[src/rtl/cpu_cu_pkg.sv]
// Shared types and constants for the 16-bit RISC sequencing control unit:
// FSM states, instruction classes, opcodes, branch conditions and IR field positions.
package cpu_cu_pkg;

    typedef enum logic [2:0] {
        FETCH,
        DECODE,
        EXEC,
        MEM,
        HALT
    } cuStateT;

    typedef enum logic [2:0] {
        CLS_NOP,
        CLS_ALU,
        CLS_LD,
        CLS_ST,
        CLS_BR,
        CLS_JR,
        CLS_HALT,
        CLS_ILLEGAL
    } instrClassT;

    localparam logic [2:0] OP_NOP  = 3'b000;
    localparam logic [2:0] OP_LD   = 3'b001;
    localparam logic [2:0] OP_ST   = 3'b010;
    localparam logic [2:0] OP_BR   = 3'b011;
    localparam logic [2:0] OP_JR   = 3'b100;
    localparam logic [2:0] OP_HALT = 3'b101;

    localparam logic [3:0] COND_ALWAYS = 4'b0000;
    localparam logic [3:0] COND_Z      = 4'b0001;
    localparam logic [3:0] COND_NZ     = 4'b0010;
    localparam logic [3:0] COND_N      = 4'b0011;
    localparam logic [3:0] COND_C      = 4'b0100;

    localparam int IR_ALU_BIT  = 15;
    localparam int IR_OPC_HI   = 14;
    localparam int IR_OPC_LO   = 12;
    localparam int IR_ALUOP_HI = 14;
    localparam int IR_ALUOP_LO = 11;
    localparam int IR_RD_HI    = 10;
    localparam int IR_RD_LO    = 8;
    localparam int IR_RS_HI    = 5;
    localparam int IR_RS_LO    = 3;
    localparam int IR_RT_HI    = 2;
    localparam int IR_RT_LO    = 0;
    localparam int IR_COND_HI  = 11;
    localparam int IR_COND_LO  = 8;

    typedef struct packed {
        logic n;
        logic z;
        logic c;
    } flagsT;

    // Undefined condition codes never branch.
    function automatic logic condTrue(input logic [3:0] cond, input flagsT f);
        case (cond)
            COND_ALWAYS: condTrue = 1'b1;
            COND_Z:      condTrue = f.z;
            COND_NZ:     condTrue = ~f.z;
            COND_N:      condTrue = f.n;
            COND_C:      condTrue = f.c;
            default:     condTrue = 1'b0;
        endcase
    endfunction

endpackage

[src/rtl/cu_decoder.sv]
// Combinational instruction decoder: IR -> instruction class, ALU opcode,
// register fields and branch condition.
module cu_decoder
    import cpu_cu_pkg::*;
(
    input  logic [15:0] i_ir,
    output instrClassT  o_class,
    output logic [3:0]  o_aluOp,
    output logic [2:0]  o_rd,
    output logic [2:0]  o_rs,
    output logic [2:0]  o_rt,
    output logic [3:0]  o_cond
);

    // The branch offset bits are consumed by the EU adder, not by the sequencer.
    logic w_unusedOffset;
    assign w_unusedOffset = &{1'b0, i_ir[7:6]};

    assign o_aluOp = i_ir[IR_ALUOP_HI:IR_ALUOP_LO];
    assign o_rd    = i_ir[IR_RD_HI:IR_RD_LO];
    assign o_rs    = i_ir[IR_RS_HI:IR_RS_LO];
    assign o_rt    = i_ir[IR_RT_HI:IR_RT_LO];
    assign o_cond  = i_ir[IR_COND_HI:IR_COND_LO];

    always_comb begin
        o_class = CLS_ILLEGAL;
        if (i_ir[IR_ALU_BIT]) begin
            o_class = CLS_ALU;
        end else begin
            case (i_ir[IR_OPC_HI:IR_OPC_LO])
                OP_NOP:  o_class = CLS_NOP;
                OP_LD:   o_class = CLS_LD;
                OP_ST:   o_class = CLS_ST;
                OP_BR:   o_class = CLS_BR;
                OP_JR:   o_class = CLS_JR;
                OP_HALT: o_class = CLS_HALT;
                default: o_class = CLS_ILLEGAL;
            endcase
        end
    end

endmodule

[src/rtl/cpu_control_unit.sv]
// Multi-cycle FETCH/DECODE/EXEC|MEM sequencer for the 16-bit RISC execution unit.
// Define CPU_CU_MEM_WAIT_EN to add the mem_rdy port and memory wait states.
module cpu_control_unit
    import cpu_cu_pkg::*;
#(
    parameter logic [3:0] ALU_PASS_OP = 4'h0
) (
    input  logic        clk,
    input  logic        reset,
    input  logic [15:0] IR_in,
    input  logic        N,
    input  logic        Z,
    input  logic        C,
`ifdef CPU_CU_MEM_WAIT_EN
    input  logic        mem_rdy,
`endif
    output logic        W_en,
    output logic        S_Sel,
    output logic        Adr_Sel,
    output logic        PC_ld,
    output logic        PC_inc,
    output logic        PC_sel,
    output logic        IR_ld,
    output logic [3:0]  ALU_OP,
    output logic [2:0]  W_adr,
    output logic [2:0]  R_adr,
    output logic [2:0]  S_adr,
    output logic        mem_rd,
    output logic        mem_wr,
    output logic        halted,
    output logic        illegal
);

    cuStateT    r_state;
    cuStateT    w_nextState;
    flagsT      r_flags;
    logic       r_illegal;
    logic       w_memRdy;
    logic       w_latchFlags;
    logic       w_setIllegal;
    logic       w_brTaken;
    instrClassT w_class;
    logic [3:0] w_aluOp;
    logic [2:0] w_rd;
    logic [2:0] w_rs;
    logic [2:0] w_rt;
    logic [3:0] w_cond;

`ifdef CPU_CU_MEM_WAIT_EN
    assign w_memRdy = mem_rdy;
`else
    assign w_memRdy = 1'b1;
`endif

    cu_decoder u_decoder (
        .i_ir    (IR_in),
        .o_class (w_class),
        .o_aluOp (w_aluOp),
        .o_rd    (w_rd),
        .o_rs    (w_rs),
        .o_rt    (w_rt),
        .o_cond  (w_cond)
    );

    assign w_latchFlags = (r_state == EXEC) && (w_class == CLS_ALU);
    assign w_setIllegal = (r_state == DECODE) && (w_class == CLS_ILLEGAL);
    assign w_brTaken    = condTrue(w_cond, r_flags);

    always_ff @(posedge clk) begin
        if (!reset) begin
            r_state   <= FETCH;
            r_flags   <= '0;
            r_illegal <= 1'b0;
        end else begin
            r_state <= w_nextState;
            if (w_latchFlags) begin
                r_flags <= '{n: N, z: Z, c: C};
            end
            if (w_setIllegal) begin
                r_illegal <= 1'b1;
            end
        end
    end

    // Everything stays at its idle value while reset is low, so an abandoned
    // instruction can never leave a partial register or memory write behind.
    always_comb begin
        w_nextState = r_state;
        W_en        = 1'b0;
        S_Sel       = 1'b0;
        Adr_Sel     = 1'b0;
        PC_ld       = 1'b0;
        PC_inc      = 1'b0;
        PC_sel      = 1'b0;
        IR_ld       = 1'b0;
        ALU_OP      = ALU_PASS_OP;
        W_adr       = 3'd0;
        R_adr       = 3'd0;
        S_adr       = 3'd0;
        mem_rd      = 1'b0;
        mem_wr      = 1'b0;
        halted      = 1'b0;
        illegal     = 1'b0;
        if (reset) begin
            illegal = r_illegal;
            case (r_state)
                FETCH: begin
                    mem_rd = 1'b1;
                    IR_ld  = w_memRdy;
                    PC_inc = w_memRdy;
                    if (w_memRdy) begin
                        w_nextState = DECODE;
                    end
                end
                DECODE: begin
                    case (w_class)
                        CLS_LD, CLS_ST:        w_nextState = MEM;
                        CLS_HALT, CLS_ILLEGAL: w_nextState = HALT;
                        default:               w_nextState = EXEC;
                    endcase
                end
                EXEC: begin
                    w_nextState = FETCH;
                    case (w_class)
                        CLS_ALU: begin
                            W_en   = 1'b1;
                            ALU_OP = w_aluOp;
                            W_adr  = w_rd;
                            R_adr  = w_rs;
                            S_adr  = w_rt;
                        end
                        CLS_BR: begin
                            PC_ld = w_brTaken;
                        end
                        CLS_JR: begin
                            S_adr  = w_rt;
                            PC_sel = 1'b1;
                            PC_ld  = 1'b1;
                        end
                        default: begin
                        end
                    endcase
                end
                MEM: begin
                    Adr_Sel = 1'b1;
                    R_adr   = w_rs;
                    if (w_class == CLS_LD) begin
                        mem_rd = 1'b1;
                        S_Sel  = 1'b1;
                        W_en   = w_memRdy;
                        W_adr  = w_rd;
                    end else if (w_class == CLS_ST) begin
                        mem_wr = 1'b1;
                        S_adr  = w_rt;
                    end
                    if (w_memRdy) begin
                        w_nextState = FETCH;
                    end
                end
                HALT: begin
                    halted = 1'b1;
                end
                default: begin
                    w_nextState = FETCH;
                end
            endcase
        end
    end

endmodule

[config.mk]
export PLATFORM = sky130hd
export DESIGN_NAME = cpu_control_unit
export DESIGN_NICKNAME = d
export VERILOG_FILES = /design/src/rtl/cpu_cu_pkg.sv /design/src/rtl/cu_decoder.sv /design/src/rtl/cpu_control_unit.sv
export SDC_FILE = /design/constraint.sdc
export NUM_CORES = 1
export LEC_CHECK = 0
export BUFFER_PORTS_ARGS = -buffer_cell sky130_fd_sc_hd__buf_4
export CORE_UTILIZATION = 31
export CTS_CLUSTER_DIAMETER = 50
export DETAILED_ROUTE_END_ITERATION = 8
export GPL_TIMING_DRIVEN = 0
export HOLD_SLACK_MARGIN = 0.05
export PLACE_DENSITY = 0.69
export SLEW_MARGIN = 20
export SYNTH_ARGS = -nofsm -noshare
export SYNTH_HDL_FRONTEND = slang
export SYNTH_HIERARCHICAL = 1
export SYNTH_SLANG_ARGS = --single-unit
[constraint.sdc]
create_clock -name clk -period 6.4 [get_ports clk]
set_input_delay 1.92 -clock clk [delete_from_list [all_inputs] [get_ports clk]]
set_output_delay 1.92 -clock clk [all_outputs]
set_load 0.1 [all_outputs]
* Yosys cells after proc, flatten, opt, wreduce, memory -nomap -nowiden
Index checks and enable logic that the tools add are counted.
Word-level totals: bits of input ports 21, flip-flop bits (word level) 7, output and inout port bits 24
Operators by class: mux-type cells 45, reduce and logical (&&, ||, !) cells 8, bitwise gates (word level) 1, eq/ne operators 20
Operators with widths (number):
- $mux W3 | 10
- $pmux W3 S2 | 4
- $mux W1 | 22
- $eq A3 B3 Y1 const B | 7
- $eq A3 B2 Y1 const B | 6
- $pmux W3 S6 | 1
- $mux W4 | 3
- $eq A3 B1 Y1 const B | 3
- $pmux W3 S3 | 1
- $eq A4 B2 Y1 const B | 2
- $logic_not A3 Y1 | 2
- $pmux W1 S2 | 3
- $reduce_or A2 Y1 | 3
- $pmux W1 S5 | 1
- $eq A4 B1 Y1 const B | 1
- $eq A4 B3 Y1 const B | 1
- $logic_not A4 Y1 | 1
- $logic_and A1 B1 Y1 | 2
- $not A1 Y1 | 1

* Depth between registers and ports, before layout
depth after elaboration 8, mapped depth 5, gate-level depth less buffers 5

* Hierarchy
The synthesis kept the hierarchy.
By module, submodules not included:
- cpu_control_unit | times used 1, sequential area each 140.1 um^2, cells each 75, area an instance 576.8 um^2
- cu_decoder | times used 1, sequential area each 0.0 um^2, cells each 26, area an instance 177.7 um^2

* Worst setup path after synthesis
Ideal clock, no wire load.
path kind input to output, start point input IR_in[12], end point output mem_rd, data arrival time 5.032 ns, stages 5, path slack -0.552 ns, path buffers 0, data required time 4.480 ns, cell sequence and3b_1 -> nor3_2 -> nand4bb_1 -> mux2i_1 -> nor3b_1
On the way: word-level cells in the longest chain between the ends 7, elaborated cells between the ends (all ways) 12, classes of those cells eq/ne: 6; mux: 5; reduce/logical: 1
RTL lines:
- start: declaration | line cpu_control_unit.sv:10 | input logic [15:0] IR_in,
- $eq A3 B3 Y1 (tied with other cells) | line cu_decoder.sv:30 | case (i_ir[IR_OPC_HI:IR_OPC_LO])
- $pmux W3 S6 * | line cu_decoder.sv:30
- $mux W3 * | line cu_decoder.sv:27 | if (i_ir[IR_ALU_BIT]) begin
- via w_class[1] | line cpu_control_unit.sv:42 | instrClassT w_class;
- $eq A3 B2 Y1 * | line cpu_control_unit.sv:147 | if (w_class == CLS_LD) begin
- $mux W1 * | line cpu_control_unit.sv:147
- $pmux W1 S2 * | line cpu_control_unit.sv:106 | case (r_state)
- $mux W1 * | line cpu_control_unit.sv:104 | if (reset) begin
- end: declaration | line cpu_control_unit.sv:28 | output logic mem_rd,
The timed path passes the listed nets; every way through them passes the cells marked *.

* Worst setup path after layout
start point input IR_in[13], end point output W_adr[0]
On the way: word-level cells in the longest chain between the ends 7, elaborated cells between the ends (all ways) 14, classes of those cells eq/ne: 7; mux: 6; reduce/logical: 1
RTL lines:
- $eq A3 B3 Y1 (tied with other cells) | line cu_decoder.sv:30
- $pmux W3 S6 * | line cu_decoder.sv:30
- $mux W3 * | line cu_decoder.sv:27
- via w_class[0] | line cpu_control_unit.sv:42
- $eq A3 B2 Y1 / $eq A3 B1 Y1 (equally long branches) | line cpu_control_unit.sv:147, cpu_control_unit.sv:124
- $mux W3, on equally long branches | line cpu_control_unit.sv:147, cpu_control_unit.sv:124
- $pmux W3 S2 * | line cpu_control_unit.sv:106
- $mux W3 * | line cpu_control_unit.sv:104
- end: declaration | line cpu_control_unit.sv:25 | output logic [2:0] W_adr,
Marked as above.

==> results by group <==
Status
  – Status: complete, no violations

GRT
  – Number of global-route vias before repair: roughly 700
  – Total gr overflow: 0
  – GR Util All Layers: 0.144
  – First-pass GRT wire length: roughly 2.9 mm
  – Antenna violations before repair: 0
  – Largest net degree at the start of global routing: 11

Floorplanning
  – Initial core utilization: 0.335
  – # IOs: between 40 and 50
  – Die width: 51.3 um
  – FP Rows: 17
  – Die height: just over 50 um
  – Core Footprint: between 0.002 and 0.0025 mm2
  – Full die area: 0.00264 mm2

Setup path
  – Critical path's largest stage delay: 0.58 ns
  – Worst setup path end: W_adr[0]
  – Reg2Reg Setup Slack: roughly 5 ns
  – CP Data Arrival Time: around 3.8 ns
  – Cell Chain, Critical Path: buf_4, nand2_1, a31oi_1, or4b_4, a21oi_2, and3_1, buf_4
  – Worst path most repeated cell: buf_4
  – CP endpoint kind: primary output
  – Reg-to-reg endpoint: r_flags[2]
  – CP max FO: 7
  – Worst Setup Path Type: input pin to primary output
  – Worst Setup SP: IR_in[13]
  – Critical Path RT: about 4.5 ns
  – CP max stage cell: or4b_4
  – Worst r2r src: r_state[0]
  – Depth of the worst register-to-register path: 3
  – Startpoint types: input pin

STA
  – Tmin final: approximately 5.7 ns
  – Max Slew Vio Count: 0
  – RSZ-0062 raised after global routing: no
  – Fin crit share: 0.892
  – Final setup fails: 0
  – TNS Setup: 0 ns
  – Slew @ Worst Pin: 0.577 ns
  – Final hold violation count: 0
  – Max_slew headroom: 0.614
  – Fmax: roughly 180 MHz
  – Fin Clk Skew: 0.00145 ns

Route
  – Drc violations: 0
  – Final wirelength: ~1.9 mm
  – Met2 wire len: roughly 960 um
  – Via count: 829
  – Metal3 WL: ~140 um
  – DRT Pass-1 Iters: 4
  – Antenna Violating Nets Remaining: 0
  – Average wire per standard cell: around 11 um
  – Top Layer Used: met3
  – DR iter-0 viols: 15
  – Via/cell ratio: approximately 5.0
  – M1 wire length: ~770 um

Clock network
  – TritonCTS Buffers: 3
  – Clock transition at path regs: around 0.05 ns
  – Clock sinks: 7
  – Post-CTS setup buffer count: 0
  – PostCTS Resize Cnt: 0
  – CTS tree: done
  – CTS Hold Bufs: 0
  – Clk_lat worst skew: 0.25 ns
  – Root buffer cell: clkbuf_4
  – H-tree depth: 1
  – Maximum clock path buffer count: 2

Logic synthesis
  – #FFs+latches synth: 7
  – Post-synthesis sequential area ratio: 0.186
  – Netlist cell types: 34
  – Async set-reset flop share out of synthesis: 0
  – Synth warnings: 6
  – Syn nets: 122
  – Post-Synthesis Cells: between 100 and 150
  – Mapped cell area: approximately 750 um2
  – Synth Flop Type: dfxtp_1
  – EDFF count, synth: 0
  – Post-synthesis area per instance: 7.47 um2

Power
  – Worst vdd ir: approximately 110 uV
  – LEAKAGE: about 0.53 nW
  – Pwr/cell area: roughly 150 mW/mm2

Placed design
  – PortBufs: 32
  – Final RePlAce weighted congestion: just under 0.7
  – Post-DP HPWL: ~1.5 mm
  – Post-Place Cells: ~160

Layout
  – Net count, final: around 160
  – # diodes: 0
  – Seq. cell area: 140 um2
  – Post-layout util: 0.473
  – Share of cells above drive strength 1: 0.453
  – Post-route insts no fill: around 170
  – Number of fill cells: about 230
  – Multi-input logic area: around 470 um2
  – Layout Area Growth over Synthesis: 41.3%

Min path
  – Hold WC Path Type: flop to flop

Flow run
  – Max cap viols: 0
## registers in the layout, summed over array words and instances, names as in the netlist
signal	cells
r_flags	3
r_illegal	1
r_state	3
## layer usage
| layer | global-route usage | vias up |
|---|---|---|
| met1 | 0.156 | 379 |
| met3 | 0.0506 | 0 |
| met4 | 0.0135 | 0 |
| met2 | 0.274 | 36 |
| li1 | - | 414 |
| met5 | 0 | - |
## cell usage in the layout, fill, tap and decap left out, types with 2 or more instances in the layout
cell type / instances
clkbuf_4: 3
nor2b_1: 6
o21ai_1: 3
nor2_1: 5
nor3b_1: 2
inv_1: 3
dfxtp_1: 7
nor3_1: 2
nor3_2: 2
clkbuf_1: 3
and3_1: 9
a31oi_1: 2
and2_1: 5
nand2b_1: 2
a21oi_1: 8
nand3_1: 3
nand3b_1: 2
buf_4: 50
nand2_1: 3
## synth_stat cells, drive strengths merged, types with 2 or more instances
library cell / n / area, um2
nor2: 6 / 25.0
inv: 3 / 11.3
nand3b: 2 / 15.0
nor3b: 3 / 22.5
and2: 5 / 31.3
o21ai: 3 / 15.0
buf: 18 / 135
a31oi: 2 / 12.5
a21oi: 9 / 48.8
dfxtp: 7 / 140
nand2: 3 / 11.3
nor3: 4 / 25.0
and3: 9 / 56.3
nand3: 3 / 15.0
nor2b: 6 / 37.5
clkbuf: 2 / 7.51
nand2b: 2 / 12.5
## critical path: cells and delay by family
kind	cells	cell delay [ns]
AOI/OAI and AO/OA	2	0.66
buffers and inverters	2	0.39
and+or+nand+nor	3	0.81
## stage by stage
step | setup slack, ns | power (mW) | hold WS (ns) | area [um2]
after floorplan | 0.313 | 0.106 | 0.459 | 764
after global placement | 0.724 | 0.121 | 0.477 | 1040
after detailed placement | 0.705 | 0.122 | 0.478 | 1040
after CTS | 0.698 | 0.163 | 0.486 | 1070
final | 0.688 | 0.162 | 0.491 | 1070
after global routing | 0.575 | 0.170 | 0.539 | 1070
## area by class of cell
class,instances,share of cell area
repair buffers,32,0.225
flip-flops and latches,7,0.131
plain buffers,20,0.134
inverters,3,0.0106
clock buffers,4,0.0246
well taps,28,0.0329
multi-input cells,71,0.441
## cells by family after synthesis
family,count (synthesis),synth area share
AND/OR/NAND/NOR,50,0.426
AO/OA/AOI/OAI,19,0.156
multiplexers,2,0.0282
flip-flops,7,0.186
buffers and inverters,23,0.204
## worst min-delay path by stage
stage / cells after the start / endpoint / slack (ns) / from
detailed placement: 2 / r_flags[0] / 0.48 / r_flags[0]
CTS: 2 / r_flags[0] / 0.49 / r_flags[0]
finish: 2 / r_flags[0] / 0.49 / r_flags[0]
global route: 2 / r_flags[0] / 0.54 / r_flags[0]
global placement: 2 / r_flags[0] / 0.48 / r_flags[0]
floorplan: 2 / r_flags[2] / 0.46 / r_flags[2]
## power by group
part	internal, mW	leakage (nW)	switching [mW]
Sequential	0.0456	0.0570	0.00238
Clock	0.0238	0.0150	0.0166
Combinational	0.0256	0.455	0.0478
Total	0.0950	0.527	0.0668
Power figures use the tool's default switching activity.
